**src/rtl/lsu_pkg.sv**
```systemverilog
// Shared types for the load/store unit: access sizes, FSM states, data width.
// Latency: n/a (types and constants only).
// Backpressure: n/a.
package lsu_pkg;

    localparam int N = 32;

    typedef enum logic [1:0] {
        SZ_BYTE = 2'b00,
        SZ_HALF = 2'b01,
        SZ_WORD = 2'b10,
        SZ_ILL  = 2'b11
    } size_t;

    typedef enum logic [1:0] {
        IDLE    = 2'b00,
        ISSUE   = 2'b01,
        CAPTURE = 2'b10,
        RESP    = 2'b11
    } lsu_state_t;

endpackage

```
**src/rtl/load_extend.sv**
```systemverilog
// Extracts a byte/half/word from a big-endian memory word and sign/zero extends it.
// Latency: combinational.
// Backpressure: none (pure function of inputs).
// Ports: mem_v (memory read word, byte at address+0 in [31:24]), size, uns (1 = zero-extend),
//        result (right-justified, extended load data).
module load_extend
    import lsu_pkg::*;
(
    input  logic [N-1:0] mem_v,
    input  size_t        size,
    input  logic         uns,
    output logic [N-1:0] result
);

    always_comb begin
        result = mem_v;
        case (size)
            SZ_BYTE: result = uns ? {24'h0, mem_v[31:24]}
                                  : {{24{mem_v[31]}}, mem_v[31:24]};
            SZ_HALF: result = uns ? {16'h0, mem_v[31:16]}
                                  : {{16{mem_v[31]}}, mem_v[31:16]};
            // Word loads ignore uns; the illegal size never reaches here (faulted earlier).
            default: result = mem_v;
        endcase
    end

endmodule

```
**src/rtl/load_store_unit.sv**
```systemverilog
// Data-memory initiator: one load/store at a time onto a word-wide, byte-masked, big-endian port.
// Latency: response 2 cycles after accept (0 cycles for faulted requests); one request per 3 cycles.
// Backpressure: req_ready is low while a memory access is in flight; responses cannot be stalled.
// Ports: req_* (request from execute), resp_* (one-cycle response pulse),
//        mem_address/mem_mask/mem_w (to memory), mem_v (from memory, valid one cycle after sampling).
module load_store_unit
    import lsu_pkg::*;
#(
    parameter int M = 10
) (
    input  logic           clk,
    input  logic           rst,
    input  logic           req_valid,
    output logic           req_ready,
    input  logic           req_write,
    input  logic [1:0]     req_size,
    input  logic           req_unsigned,
    input  logic [M+1:0]   req_addr,
    input  logic [N-1:0]   req_wdata,
    output logic           resp_valid,
    output logic [N-1:0]   resp_rdata,
    output logic           resp_fault,
    output logic [M+1:0]   mem_address,
    output logic [N-1:0]   mem_mask,
    output logic [N-1:0]   mem_w,
    input  logic [N-1:0]   mem_v
);

    // Total bytes in the array, expressed one bit wider than a byte address.
    localparam logic [M+2:0] MEM_BYTES = {1'b1, {(M+2){1'b0}}};

    lsu_state_t state;
    logic       write_q;
    size_t      size_q;
    logic       uns_q;

    logic       accept;
    size_t      req_sz;
    logic [2:0] nbytes;
    logic [M+2:0] end_addr;
    logic       fault;
    logic [N-1:0] lane_mask;
    logic [N-1:0] lane_w;
    logic [N-1:0] ext_data;

    assign req_ready = (state == IDLE) || (state == RESP);
    assign accept    = req_valid && req_ready;
    assign req_sz    = size_t'(req_size);

    // Bounds check one bit wider than the address so the end-of-array sum cannot wrap.
    always_comb begin
        nbytes = 3'd4;
        case (req_sz)
            SZ_BYTE: nbytes = 3'd1;
            SZ_HALF: nbytes = 3'd2;
            default: nbytes = 3'd4;
        endcase
        end_addr = {1'b0, req_addr} + {{M{1'b0}}, nbytes};
        fault    = (req_sz == SZ_ILL) || (end_addr > MEM_BYTES);
    end

    // Store data is left-justified so its first byte lands on address+0 (big-endian lane 31:24).
    always_comb begin
        lane_mask = '0;
        lane_w    = '0;
        if (req_write) begin
            case (req_sz)
                SZ_BYTE: begin
                    lane_mask = 32'hFF00_0000;
                    lane_w    = {req_wdata[7:0], 24'h0};
                end
                SZ_HALF: begin
                    lane_mask = 32'hFFFF_0000;
                    lane_w    = {req_wdata[15:0], 16'h0};
                end
                default: begin
                    lane_mask = 32'hFFFF_FFFF;
                    lane_w    = req_wdata;
                end
            endcase
        end
    end

    load_extend u_load_extend (
        .mem_v  (mem_v),
        .size   (size_q),
        .uns    (uns_q),
        .result (ext_data)
    );

    // The memory writes on every edge under mem_mask, so the mask is only non-zero in ISSUE
    // and is cleared asynchronously by reset to abort an in-flight store.
    always_ff @(posedge clk or posedge rst) begin
        if (rst) begin
            state       <= IDLE;
            write_q     <= 1'b0;
            size_q      <= SZ_BYTE;
            uns_q       <= 1'b0;
            resp_valid  <= 1'b0;
            resp_fault  <= 1'b0;
            resp_rdata  <= '0;
            mem_address <= '0;
            mem_mask    <= '0;
            mem_w       <= '0;
        end else begin
            case (state)
                IDLE, RESP: begin
                    resp_valid <= 1'b0;
                    resp_fault <= 1'b0;
                    if (accept) begin
                        write_q <= req_write;
                        size_q  <= req_sz;
                        uns_q   <= req_unsigned;
                        if (fault) begin
                            // Faults answer immediately without touching the memory.
                            state      <= RESP;
                            resp_valid <= 1'b1;
                            resp_fault <= 1'b1;
                            resp_rdata <= '0;
                        end else begin
                            state       <= ISSUE;
                            mem_address <= req_addr;
                            mem_mask    <= lane_mask;
                            mem_w       <= lane_w;
                        end
                    end else begin
                        state <= IDLE;
                    end
                end
                ISSUE: begin
                    mem_mask <= '0;
                    mem_w    <= '0;
                    state    <= CAPTURE;
                end
                CAPTURE: begin
                    resp_rdata <= write_q ? '0 : ext_data;
                    resp_valid <= 1'b1;
                    resp_fault <= 1'b0;
                    state      <= RESP;
                end
                default: state <= IDLE;
            endcase
        end
    end

endmodule
```
**config.mk**
```make
export PLATFORM = sky130hd
export DESIGN_NAME = load_store_unit
export DESIGN_NICKNAME = d
export VERILOG_FILES = /design/src/rtl/lsu_pkg.sv /design/src/rtl/load_extend.sv /design/src/rtl/load_store_unit.sv
export SDC_FILE = /design/constraint.sdc
export NUM_CORES = 1
export LEC_CHECK = 0
export ABC_AREA = 1
export CORE_ASPECT_RATIO = 0.7
export CORE_UTILIZATION = 49
export CTS_CLUSTER_DIAMETER = 60
export DETAILED_ROUTE_END_ITERATION = 7
export GPL_TIMING_DRIVEN = 0
export PLACE_DENSITY_LB_ADDON = 0.05
export SETUP_SLACK_MARGIN = 0.4
export SKIP_LAST_GASP = 1
export SYNTH_ARGS = -nofsm -noshare
export SYNTH_HDL_FRONTEND = slang
export SYNTH_HIERARCHICAL = 1
export SYNTH_SLANG_ARGS = --single-unit
```
**constraint.sdc**
```tcl
create_clock -name clk -period 5.04 [get_ports clk]
set_input_delay 0.756 -clock clk [delete_from_list [all_inputs] [get_ports clk]]
set_output_delay 0.756 -clock clk [all_outputs]
set_load 0.01 [all_outputs]
```
==> Yosys cells after proc, flatten, opt, wreduce, memory -nomap -nowiden <==
Index checks and enable logic that the tools add are counted.
{ "totals": {"regBits": 116, "latchBits": 0, "mem_bits_rw": 0, "romBits": 0, "inputBits": 83, "out_inout_bits": 111, "word_cells": 60, "mem_count": 0} }
{ "classes": {"add_sub_neg": 1, "multipliers": 0, "div_mod_pow": 0, "n_lt_le_gt_ge": 1, "eq_ne": 9, "shifts": 0, "muxes": 25, "n_bitwise": 1, "n_reduce_logical": 13} }
{ "ops": {"columns": ["operator", "count"], "rows": [
  ["32-bit 2-to-1 mux", 11],
  ["32-bit case mux with 2 select lines", 5],
  ["24-bit case mux with 2 select lines", 1],
  ["12-bit by 3-bit adder with 13-bit output", 1],
  ["13-bit greater-than comparator (second input constant)", 1],
  ["3-bit AND reduction", 3],
  ["2-bit by 1-bit equality test with 1-bit output (second input constant)", 3],
  ["2-bit equality test (second input constant)", 3],
  ["2-bit logical NOT", 3],
  ["2-bit inequality test (second input constant)", 3],
  ["2-bit case mux with 3 select lines", 1],
  ["3-bit case mux with 2 select lines", 1],
  ["2-bit 2-to-1 mux", 2],
  ["1-bit case mux with 2 select lines", 2],
  ["2-bit nonzero test", 2],
  ["1-bit logical OR", 2],
  ["1-bit 2-to-1 mux", 2],
  ["2-bit AND reduction", 1],
  ["2-bit OR reduction", 1],
  ["1-bit logical AND", 1],
  ["1-bit inverter", 1]
]} }

==> Logic depth before layout (Yosys ltp) <==
{ "logic_depth": {"ltp_word": 8, "ltp_mapped": 21, "depth_no_buf": 20} }

==> Hierarchy <==
Netlist, hierarchy kept.
{ "modules_own_cells": {"columns": ["module", "instances", "cells_each", "area_per_inst_um2", "seq_area_each_um2"], "rows": [
  ["load_store_unit", 1, 635, 4738.3, 2177.1],
  ["load_extend", 1, 101, 510.5, 0.0]
]} }

==> Worst setup path after synthesis <==
OpenSTA, ideal clock, no wires.
{ "synth_path": {"kind": "input port to flip-flop", "startpoint": "input port req_size[1]", "endpoint": "register mem_w[10]", "setup_ns": 0.118, "t_arrival_ns": 2.808, "path_slack_ns": 2.114, "path_stages": 19, "n_path_buf": 3, "cell_sequence": "buf_4 > nor2_1 > ha_1 > ha_1 > inv_1 > nand2_1 > nand3_1 > nand2_1 > nand2_1 > nand2_1 > nand2_1 > nor2_1 > nand4_1 > nand2_2 > nand3_4 > buf_6 > buf_4 > nand3_1 > nand2_1"} }
{ "synth_between": {"elab_chain_len": 7, "elab_cells_between_ends": 14, "classes_between": "add/sub: 1; order compare: 1; eq/ne: 3; mux: 6; reduce/logical: 3"} }
{ "synth_lines": {"columns": ["element", "line_no", "rtl"], "rows": [
  ["start, declared", "load_store_unit.sv:16", "input logic [1:0] req_size,"],
  ["2-bit by 1-bit equality test with 1-bit output or 2-bit logical NOT (tied branches)", "load_store_unit.sv:53, load_store_unit.sv:67", null],
  ["3-bit case mux with 2 select lines", "load_store_unit.sv:53", "case (req_sz)"],
  ["12-bit by 3-bit adder with 13-bit output", "load_store_unit.sv:58", "end_addr = {1'b0, req_addr} + {{M{1'b0}}, nbytes};"],
  ["13-bit greater-than comparator", "load_store_unit.sv:59", "fault = (req_sz == SZ_ILL) || (end_addr > MEM_BYTES);"],
  ["1-bit logical OR", "load_store_unit.sv:59", null],
  ["2-bit inequality test (no line)", null, null],
  ["3-bit AND reduction (no line)", null, null],
  ["end signal, assigned", "load_store_unit.sv:124", "mem_w <= lane_w;"],
  ["end, declared", "load_store_unit.sv:25", "output logic [N-1:0] mem_w,"]
]} }
Parallel ways exist; a longest one is shown, timed or not. The select of a mux whose other input is x is not followed.
A chain may end at the register's enable or synchronous reset.

==> Final worst setup path <==
{ "layout_path": {"startpoint": "input port req_size[1]", "endpoint": "register resp_rdata[23]"} }
{ "layout_between": {"elab_chain_len": 7, "elab_cells_between_ends": 9, "classes_between": "add/sub: 1; order compare: 1; eq/ne: 3; mux: 1; reduce/logical: 3"} }
{ "layout_lines": {"columns": ["element", "line_no", "rtl"], "rows": [
  ["2-bit by 1-bit equality test with 1-bit output or 2-bit logical NOT (tied branches)", "load_store_unit.sv:53", null],
  ["3-bit case mux with 2 select lines", "load_store_unit.sv:53", null],
  ["12-bit by 3-bit adder with 13-bit output", "load_store_unit.sv:58", null],
  ["13-bit greater-than comparator", "load_store_unit.sv:59", null],
  ["1-bit logical OR *", "load_store_unit.sv:59", null],
  ["2-bit inequality test (no line) *", null, null],
  ["3-bit AND reduction (no line) *", null, null],
  ["end signal, assigned", "load_store_unit.sv:136", "resp_rdata <= write_q ? '0 : ext_data;"],
  ["end, declared", "load_store_unit.sv:21", "output logic [N-1:0] resp_rdata,"]
]} }
Every way passes the cells marked *; elsewhere a longest branch is shown, timed or not.

==> results.cfg <==
[drt]
drt-pass1-iter-count = 5
route.vias.total = 5624
ant_nets = 0
drc = 0
drt-wirelength-per-cell_um = 15.18
routed_wl_um = 16370
drt_iter0_drc = 629
via_per_inst = 5.217

[status]
status = finished, final reports clean

[worst_setup_path]
worstSetupPathType = in -> reg
critPathLaunchType = input pin
crit_arrival_ns = 4.07
required_ns = 5.33
path_max_fanout = 10
ff2ff_setup_slack_ns = 2.61
endpoint_kind = flop

[synth]
synth_xor_area_frac = 0
async_flop_share = 1.000
synth_top_family_by_area = simple AND/OR/NAND/NOR gates
muxShareOfSynthArea = 0
synthAdderAreaFrac = 0.01192
syn_area_um2 = 5249
synthDistinctLibCells = 27
netlist_instances = 736
synth_compound_area_frac = 0.02861
synth-simple-area-share = 0.4072
synth_seq_cells = 87
synth_area_per_cell_um2 = 7.132
ys_warn_count = 6
ys_seq_area_frac = 0.4148
synth_edf_count = 0
synth_nets = 824
synthFlopType = dfrtp_1

[timing]
min_period_over_period = 0.7514
fin_setup_tns_ns = 0
fin_worst_skew_ns = 0.004759
hold_viol = 0
maxSlewViolCount = 0
min_period_ns = 3.787
tightest_slew_ns = 1.082
rsz0062_at_grt = false
fmax_mhz = 264.1
max_slew_margin = 0.2730
setup_violations = 0
whs_ns = 0.4768

[layout]
final_nets = 1029
antenna_cells = 0
layout-area-overhead-vs-synth_pct = 45.89
drive_gt1_frac = 0.09408
layout_commonest_cell = nand2_1
final_cell_mix = 272 x nand2_1, 193 x clkdlybuf4s50_1, 113 x nand3_1

[global_route]
first_global_vias = 4849
grtUsageTotal = 0.2974
grt_overflow_total = 0
grt_max_degree = 76
grt_antenna_before_repair = 0
grt_pass1_wl_um = 25390

[pwr]
leakagePower_nw = 3.905
vdd_ir_drop_max_mv = 0.2905
power.density_nw_per_um2 = 559.4

[clock_tree]
clkTransAtPathRegs_ns = 0.07
post_cts_resized = 0
clockRootBuffer = clkbuf_16
h-tree-depth = 3
postCtsSetupRepairBufs = 0
cts_tree = done
clockBufferDepth = 2
numClockSinks = 87
cts_buffers = 9
clk_latency_ns = 0.35
cts.hold.buffers_added = 0

[placed_design]
gp_congestion = 0.9404
portBuffers = 193
hpwlAfterDp_um = 12880

[floorplan]
dieArea_um2 = 11140
rows = 31
die_h_um = 88.59
boundaryPins = 194
dieWidth_um = 125.7
coreArea_um2 = 10400
start_util = 0.5049

[min_path]
min_path_type = reg -> reg

[run]
cap_violations = 0
routing by layer:
layer  GRT usage  wire length, um
met2      0.4530             7093
met1      0.4366             7592
met3     0.06651             1538
met5           0                0
met4     0.05765              143
final timing paths:
kind | startpoint | end | depth (start not counted)
setup / recovery | req_size[1] | resp_rdata[23] | 20
hold / removal | resp_rdata[13] | resp_rdata[13] | 2
setup reg to reg | state[0] | mem_w[1] | 6
hold reg to reg | resp_rdata[13] | resp_rdata[13] | 2
max in group asynchronous | rst | mem_w[26] | 3
min in group asynchronous | rst | resp_rdata[11] | 2
sequential cells by signal, summed over array words and instances (netlist names):
signal / flops
write_q: 1
resp_valid: 1
resp_fault: 1
mem_mask: 3
mem_w: 32
resp_rdata: 32
uns_q: 1
mem_address: 12
state: 2
size_q: 2
cells in the mapped netlist, types with 2 or more instances:
cell type  number  area, um^2
a211oi_1        8       60.06
a21oi_1         4       20.02
buf_2           6       30.03
buf_4          39       292.8
buf_6           8       90.09
clkbuf_1       18       67.56
dfrtp_1        87        2177
ha_1            5       62.56
inv_1          55       206.5
inv_2           5       18.77
nand2_1       272        1021
nand2_2         4       25.02
nand3_1       113       565.5
nand3_2         2       20.02
nand3b_1        2       15.01
nand4_1        34       212.7
nor2_1         47       176.4
nor2_8          2       40.04
nor3_1          4       20.02
o21ai_0        12       60.06
o21ai_1         2       10.01
or2_2           2       12.51
where the power goes:
| group | internal, mW | total [mW] | switching [mW] |
|---|---|---|---|
| Sequential | 0.955 | 1.14 | 0.183 |
| Clock | 0.339 | 0.636 | 0.297 |
| Combinational | 1.19 | 2.51 | 1.32 |
cell type report:
class / instances / area [um^2]
clock inverters: 7 / 56.30
plain buffers: 72 / 484.2
fillers: 811 / 2738
well taps: 132 / 165.2
inverters: 62 / 240.2
multi-input cells: 515 / 2350
clock buffers: 9 / 225.2
flip-flops and latches: 87 / 2177
repair buffers: 194 / 1959
metrics by stage:
stage	instances	power [mW]	instance area, um^2	utilization	setup WS [ns]
6_report	1078	4.283	7657	0.7366	1.253
5_1_grt	1078	4.574	7657	0.7366	1.063
4_1_cts	1078	4.283	7657	0.7366	1.297
3_5_place_dp	1062	3.633	7376	0.7096	0.9585
3_3_place_gp	1061	3.557	7346	0.7067	0.8027
2_1_floorplan	736	2.537	5249	-	2.034
cell families after synthesis:
| kind of cell | Yosys count |
|---|---|
| buffers and inverters | 134 |
| AND/OR/NAND/NOR | 484 |
| flip-flops | 87 |
| adder cells (fa/ha/maj) | 5 |
| AO/OA/AOI/OAI | 26 |
worst max-delay path, cell delays in order:
cell	delay [ns]
clkdlybuf4s50_1	0.46
buf_4	0.20
nor2_1	0.53
ha_1	0.29
ha_1	0.15
inv_1	0.06
nand2_1	0.09
nand2_1	0.08
nand2_1	0.13
nand2_1	0.07
nand2_1	0.09
nand3_1	0.07
nor2_1	0.11
nand4_1	0.10
nand2_2	0.12
nand3_2	0.21
nand3_2	0.22
buf_4	0.21
nand2_1	0.07
nand2_1	0.06
No activity file was read; power rests on OpenSTA's default activity.
